File: src/rtl/rsdec_syn_par.sv
// Reed-Solomon syndrome calculator: Horner accumulation of NSYN syndromes in parallel,
// followed by sequential readout of S_0..S_(NSYN-1) over a valid/ready handshake.
module rsdec_syn_par #(
    parameter int unsigned M    = 8,
    parameter logic [M:0]  POLY = 9'h11D,
    parameter int unsigned NSYN = 16,
    parameter int unsigned FCR  = 1,
    parameter int unsigned N    = 255
) (
    input  logic                    clk,
    input  logic                    clr,
    input  logic                    in_valid,
    output logic                    in_ready,
    input  logic                    in_sof,
    input  logic [M-1:0]            in_data,
    output logic                    syn_valid,
    input  logic                    syn_ready,
    output logic [M-1:0]            syn_data,
    output logic [$clog2(NSYN)-1:0] syn_idx,
    output logic                    syn_last,
    output logic                    zero_flag,
    output logic                    seq_err
);

    localparam int unsigned IdxW = $clog2(NSYN);
    localparam int unsigned CntW = $clog2(N + 1);

    function automatic logic [M-1:0] gf_xtime(input logic [M-1:0] v);
        return {v[M-2:0], 1'b0} ^ (v[M-1] ? POLY[M-1:0] : '0);
    endfunction

    function automatic logic [M-1:0] gf_pow(input int unsigned k);
        logic [M-1:0] p;
        p = {{(M-1){1'b0}}, 1'b1};
        for (int unsigned j = 0; j < k; j++) p = gf_xtime(p);
        return p;
    endfunction

    // With c constant this folds into a fixed XOR network.
    function automatic logic [M-1:0] gf_mul_const(input logic [M-1:0] a,
                                                  input logic [M-1:0] c);
        logic [M-1:0] acc;
        logic [M-1:0] p;
        acc = '0;
        p   = c;
        for (int unsigned j = 0; j < M; j++) begin
            if (a[j]) acc = acc ^ p;
            p = gf_xtime(p);
        end
        return acc;
    endfunction

    typedef enum logic [1:0] {StIdle, StAcc, StOut} state_e;

    state_e            state_q, state_d;
    logic [M-1:0]      s_q   [NSYN];
    logic [M-1:0]      s_d   [NSYN];
    logic [M-1:0]      s_upd [NSYN];
    logic [CntW-1:0]   count_q, count_d;
    logic [IdxW-1:0]   idx_q, idx_d;
    logic              zero_q, zero_d;
    logic              seq_err_q, seq_err_d;
    logic              in_fire, out_fire, last_sym, upd_nz;

    for (genvar g = 0; g < NSYN; g++) begin : g_mul
        localparam logic [M-1:0] Coef = gf_pow(FCR + g);
        assign s_upd[g] = gf_mul_const(s_q[g], Coef) ^ in_data;
    end

    assign in_fire  = in_valid & in_ready;
    assign out_fire = syn_valid & syn_ready;
    assign last_sym = (count_q == CntW'(N - 1));

    always_ff @(posedge clk or posedge clr) begin
        if (clr) begin
            state_q <= StIdle;
        end else begin
            state_q <= state_d;
        end
    end

    always_comb begin
        state_d = state_q;
        case (state_q)
            StIdle:  if (in_fire && in_sof) state_d = StAcc;
            StAcc:   if (in_fire && !in_sof && last_sym) state_d = StOut;
            StOut:   if (out_fire && syn_last) state_d = StIdle;
            default: state_d = StIdle;
        endcase
    end

    always_comb begin
        in_ready  = !clr && (state_q != StOut);
        syn_valid = (state_q == StOut);
        syn_last  = syn_valid && (idx_q == IdxW'(NSYN - 1));
        zero_flag = syn_valid && zero_q;
        syn_data  = s_q[idx_q];
        syn_idx   = idx_q;
        seq_err   = seq_err_q;
    end

    always_comb begin
        upd_nz = 1'b0;
        for (int i = 0; i < NSYN; i++) upd_nz = upd_nz | (|s_upd[i]);
    end

    always_comb begin
        s_d       = s_q;
        count_d   = count_q;
        idx_d     = idx_q;
        zero_d    = zero_q;
        seq_err_d = 1'b0;
        if (in_fire) begin
            if (in_sof) begin
                for (int i = 0; i < NSYN; i++) s_d[i] = in_data;
                count_d   = CntW'(1);
                seq_err_d = (state_q == StAcc);
            end else if (state_q == StIdle) begin
                seq_err_d = 1'b1;
            end else begin
                s_d     = s_upd;
                count_d = count_q + CntW'(1);
                if (last_sym) begin
                    zero_d = !upd_nz;
                    idx_d  = '0;
                end
            end
        end
        if (out_fire) idx_d = syn_last ? '0 : idx_q + IdxW'(1);
    end

    always_ff @(posedge clk or posedge clr) begin
        if (clr) begin
            for (int i = 0; i < NSYN; i++) s_q[i] <= '0;
            count_q   <= '0;
            idx_q     <= '0;
            zero_q    <= 1'b0;
            seq_err_q <= 1'b0;
        end else begin
            s_q       <= s_d;
            count_q   <= count_d;
            idx_q     <= idx_d;
            zero_q    <= zero_d;
            seq_err_q <= seq_err_d;
        end
    end

endmodule

File: config.mk
export PLATFORM = sky130hd
export DESIGN_NAME = rsdec_syn_par
export DESIGN_NICKNAME = d
export VERILOG_FILES = /design/src/rtl/rsdec_syn_par.sv
export SDC_FILE = /design/constraint.sdc
export NUM_CORES = 1
export LEC_CHECK = 0
export ABC_CLOCK_PERIOD_IN_PS = 4900
export BUFFER_PORTS_ARGS = -buffer_cell sky130_fd_sc_hd__buf_2
export CAP_MARGIN = 25
export CELL_PAD_IN_SITES_DETAIL_PLACEMENT = 0
export CELL_PAD_IN_SITES_GLOBAL_PLACEMENT = 1
export CORE_MARGIN = 1.5
export CORE_UTILIZATION = 35
export CTS_CLUSTER_SIZE = 10
export DETAILED_ROUTE_END_ITERATION = 8
export PLACE_DENSITY = 0.65
export SLEW_MARGIN = 15
export SYNTH_ARGS = -nofsm -noshare
export SYNTH_HDL_FRONTEND = slang
export SYNTH_SLANG_ARGS = --single-unit
File: constraint.sdc
create_clock -name clk -period 4.9 [get_ports clk]
set_input_delay 0 -clock clk [delete_from_list [all_inputs] [get_ports clk]]
set_output_delay 0 -clock clk [all_outputs]
set_load 0.03 [all_outputs]
==> run summary <==
For the pin with the worst max-slew slack, the measured transition is 0.966 ns. After detailed routing, the average wire length per cell comes to 23.6 microns. After filler insertion, the fill cell instance count of the layout stands at 3512. The number of optimization iterations in the first detailed-route pass was 5.

The worst register-to-register path begins at s_q[30]. The signal on the critical path passes through xor3_1 > xnor2_1 > nand4_1 > a2111oi_0 > o2111ai_1 > or4_1 > o22ai_2. The number of enable flip-flop cells after synthesis was 0. The average vias per placed instance was 5.54; the register bit count reported by yosys was 144. The worst register-to-register path ends at zero_q.

From synthesis to final layout, the design area changed by 8.72%. Summed over all instances, the cell type with the most area after synthesis is dfrtp_1. The run gives 0 as the count of max-cap constraint violations. The synthesized netlist occupies a cell area of 0.0123 sq mm.

The worst hold path stage count is 3. The worst setup path is captured at a flip-flop. The start point of the worst min-delay path is in_data[3]. The maximum single-stage delay on the critical path is 0.63 ns. After detailed routing, the number of remaining DRC violations is 0. The final number of hold-violating endpoints was 0. The final total negative setup slack is 0 ns.

Of all flip-flops after synthesis, the portion carrying an async set or reset was 100%. Timing would allow up to 0.325 GHz. The tools report the total clock buffers created by CTS as 17. TritonCTS sink count: 144.

In the layout the commonest cells are 240 x xnor2_1, 170 x nand2_1, 143 x dfrtp_1. Die span in y: 190 microns. By startpoint and endpoint, the worst setup path is classified as flip-flop to flip-flop. The clock passes through at most 2 buffers. The tools report the buffer type at the clock tree root as clkbuf_16.

The total area inside the core boundary comes to 0.0345 sq mm. The post-route fraction of the period consumed by the critical path is 62.8%. The run gives 24.3% as the global-route total usage across every layer. The number of nets with antenna violations after detailed routing is 0, and the total of warnings raised by yosys is 0. The netlist uses 66 different library cells. Summing over every cut layer, the via total after detailed routing is 9982. Timing startpoint of the critical path: s_q[30]. Global-route congestion overflow total: 0.

Yosys attributes the largest share of cell area to dfrtp_1 29%, xnor2_1 17%, mux4_2 7.1%, xor2_1 6.9%, o21ai_0 5.3%. The initial utilization of the core area, before any placement, comes to 35.6%. STA puts the critical path data required time at 5.28 ns. The first global-routing pass estimated 64300 microns of wire. Measured against its own limit, the worst slew margin works out to 35.6%.

The logs give 263 uV for the worst voltage drop across the vdd grid and 1801 for the final standard cell count with taps included and fillers excluded. The worst hold path belongs to the class primary input to flip-flop. The initial antenna violation count was 1; the final net count was 1349. The congestion estimate from routability-driven global placement came to 0.940.

The tools report the startpoint kind of the worst setup timing path as a flip-flop. For this run, the leading register cell type out of synthesis is dfrtp_1. The total count of max-transition violations in the final report came out at 0.

Setup slack on the worst reg-to-reg path comes out at 1.82 ns. Along the worst path, the maximum fanout reaches 10. The critical path buffer and inverter count is 0, and the clock slew seen by the registers of the worst setup and hold paths is 0.07 ns. The run gives 0 as the total inserted antenna cells. The port buffer count works out to 29. The library cell used most frequently in the layout, excluding fill and tap cells, is xnor2_1. The worst path in the final design needs a cycle of 3.08 ns, including I/O delays and setup. The top cell type's share of synthesized area came out at 29.3%. Setup repair after global routing left no endpoint under its margin. The run gives 9514 as the number of global-route vias before repair. The overall die area came out at 0.0363 sq mm.

The flow ran to the end, and the final reports show no timing, DRC or antenna violations. Hold path endpoint: s_q[75]. Entering global routing, the biggest net connects 141 pins. The H-tree was split into 4 levels.

The logs give 11.0 mW for the total design power and 0 for the post-CTS setup buffer count. Clock skew on the completed layout was measured at 0.0131 ns. Detailed placement finished with a half-perimeter wire length of 30000 microns. The worst register-to-register path has a depth of 7.

The cell with the largest stage delay on the worst path was or4_1. In this run the horizontal extent of the chip is 190 microns. For the worst-skew pair, the clock arrives at the later sink with an insertion delay of 0.46 ns. The family with the most delay on the worst path is compound AO/OA/AOI/OAI gates. The synthesized area per cell was 8.81 sq um; the I/O pin count was 30. For the final setup violation count, the log shows 0. Summed over all cells, the static leakage comes to 5.20 nW.

The share of synthesized area occupied by flip-flops and latches is 29.3%. The number of nets handed over by synthesis was 1412. In this run the core area contains 68 standard-cell rows.

The post-route netlist has 10.2% of its cells at a drive strength greater than 1. TritonCTS built the clock tree. The number of cells after detailed placement was 1765; the power density over the cells was 820 mW/mm^2.

The violation count after the first detailed-route iteration came out at 870. Summed over all layers, the routed wires come to 42600 microns. In the synthesized netlist, the number of instances is 1396. The arrival time of the worst setup path is 3.46 ns.
==> report_power, final <==
group	switching (mW)	internal, mW
logic	3.59	3.11
clock network	0.580	0.919
registers	1.12	1.65
==> through the flow <==
step | hold slack, ns | cell area, sq um | util (%) | setup slack, ns
3_3_place_gp | 0.165 | 12700 | 36.7 | 1.71
5_1_grt | 0.137 | 13400 | 38.7 | 1.72
2_1_floorplan | 0.112 | 12300 | - | 1.49
3_5_place_dp | 0.163 | 12700 | 36.7 | 1.69
6_report | 0.0882 | 13400 | 38.7 | 1.82
4_1_cts | 0.0807 | 13300 | 38.6 | 1.83
==> layout make-up <==
class | instances | area [sq um] | share of cell area (%)
inverters | 12 | 48.8 | 0.365
multi-input cells | 1106 | 8140 | 60.9
clock buffers | 19 | 443 | 3.31
flip-flops and latches | 144 | 3600 | 27.0
clock inverters | 13 | 210 | 1.57
repair buffers | 52 | 360 | 2.69
well taps | 455 | 569 | 4.26
==> worst min-delay path, cell delays in order <==
cell and delay, ns:
buf_2 0.22, xnor2_1 0.20, o21ai_0 0.06
==> state kept, by name, indices dropped and copies added (netlist names) <==
register,count
seq_err,1
s_q,128
count_q,8
zero_q,1
syn_idx,4
state_q,2
==> layer usage <==
layer | GRT usage [%] | part of all wire (%) | up-vias
li1 | - | - | 4626
met1 | 33.3 | 44 | 4941
met2 | 38.0 | 46 | 351
met3 | 4.58 | 6.8 | 62
met4 | 9.33 | 3.5 | 2
met5 | 0 | 0.031 | -
==> how the worst max path moves through the flow <==
stage | depth (start not counted) | end | slack, ns
finish | 7 | zero_q | 1.82
global route | 7 | zero_q | 1.72
CTS | 4 | syn_data[3] | 1.83
detailed placement | 8 | zero_q | 1.69
global placement | 8 | zero_q | 1.71
floorplan | 7 | zero_q | 1.49
==> synth_stat cells, types with 22 or more instances <==
| cell type | number |
|---|---|
| xor2_1 | 97 |
| o21ai_0 | 130 |
| dfrtp_1 | 144 |
| mux2i_1 | 23 |
| buf_1 | 22 |
| nand2_1 | 170 |
| xnor2_1 | 240 |
| mux4_2 | 39 |
| nor2_1 | 103 |
| nor3_1 | 30 |
| clkbuf_1 | 97 |
| a21oi_1 | 56 |
==> cell families (layout without fill, tap and decap cells) <==
logic type               Yosys count  after routing  share of synthesized area, %
buffers and inverters            146             96                          4.66
multiplexers                      67             67                          9.59
AND/OR/NAND/NOR                  403            403                          14.9
XOR/XNOR                         358            358                          27.9
AO/OA/AOI/OAI                    275            275                          13.3
adder cells (fa/ha/maj)            3              3                         0.305
flip-flops                       144            144                          29.3
==> what timing repair did <==
action                                 in CTS  in global routing
hold buffers                                3                  0
resized for setup                           0                  0
endpoints found under the hold margin      33                  0
No activity file was read; power rests on OpenSTA's default activity.
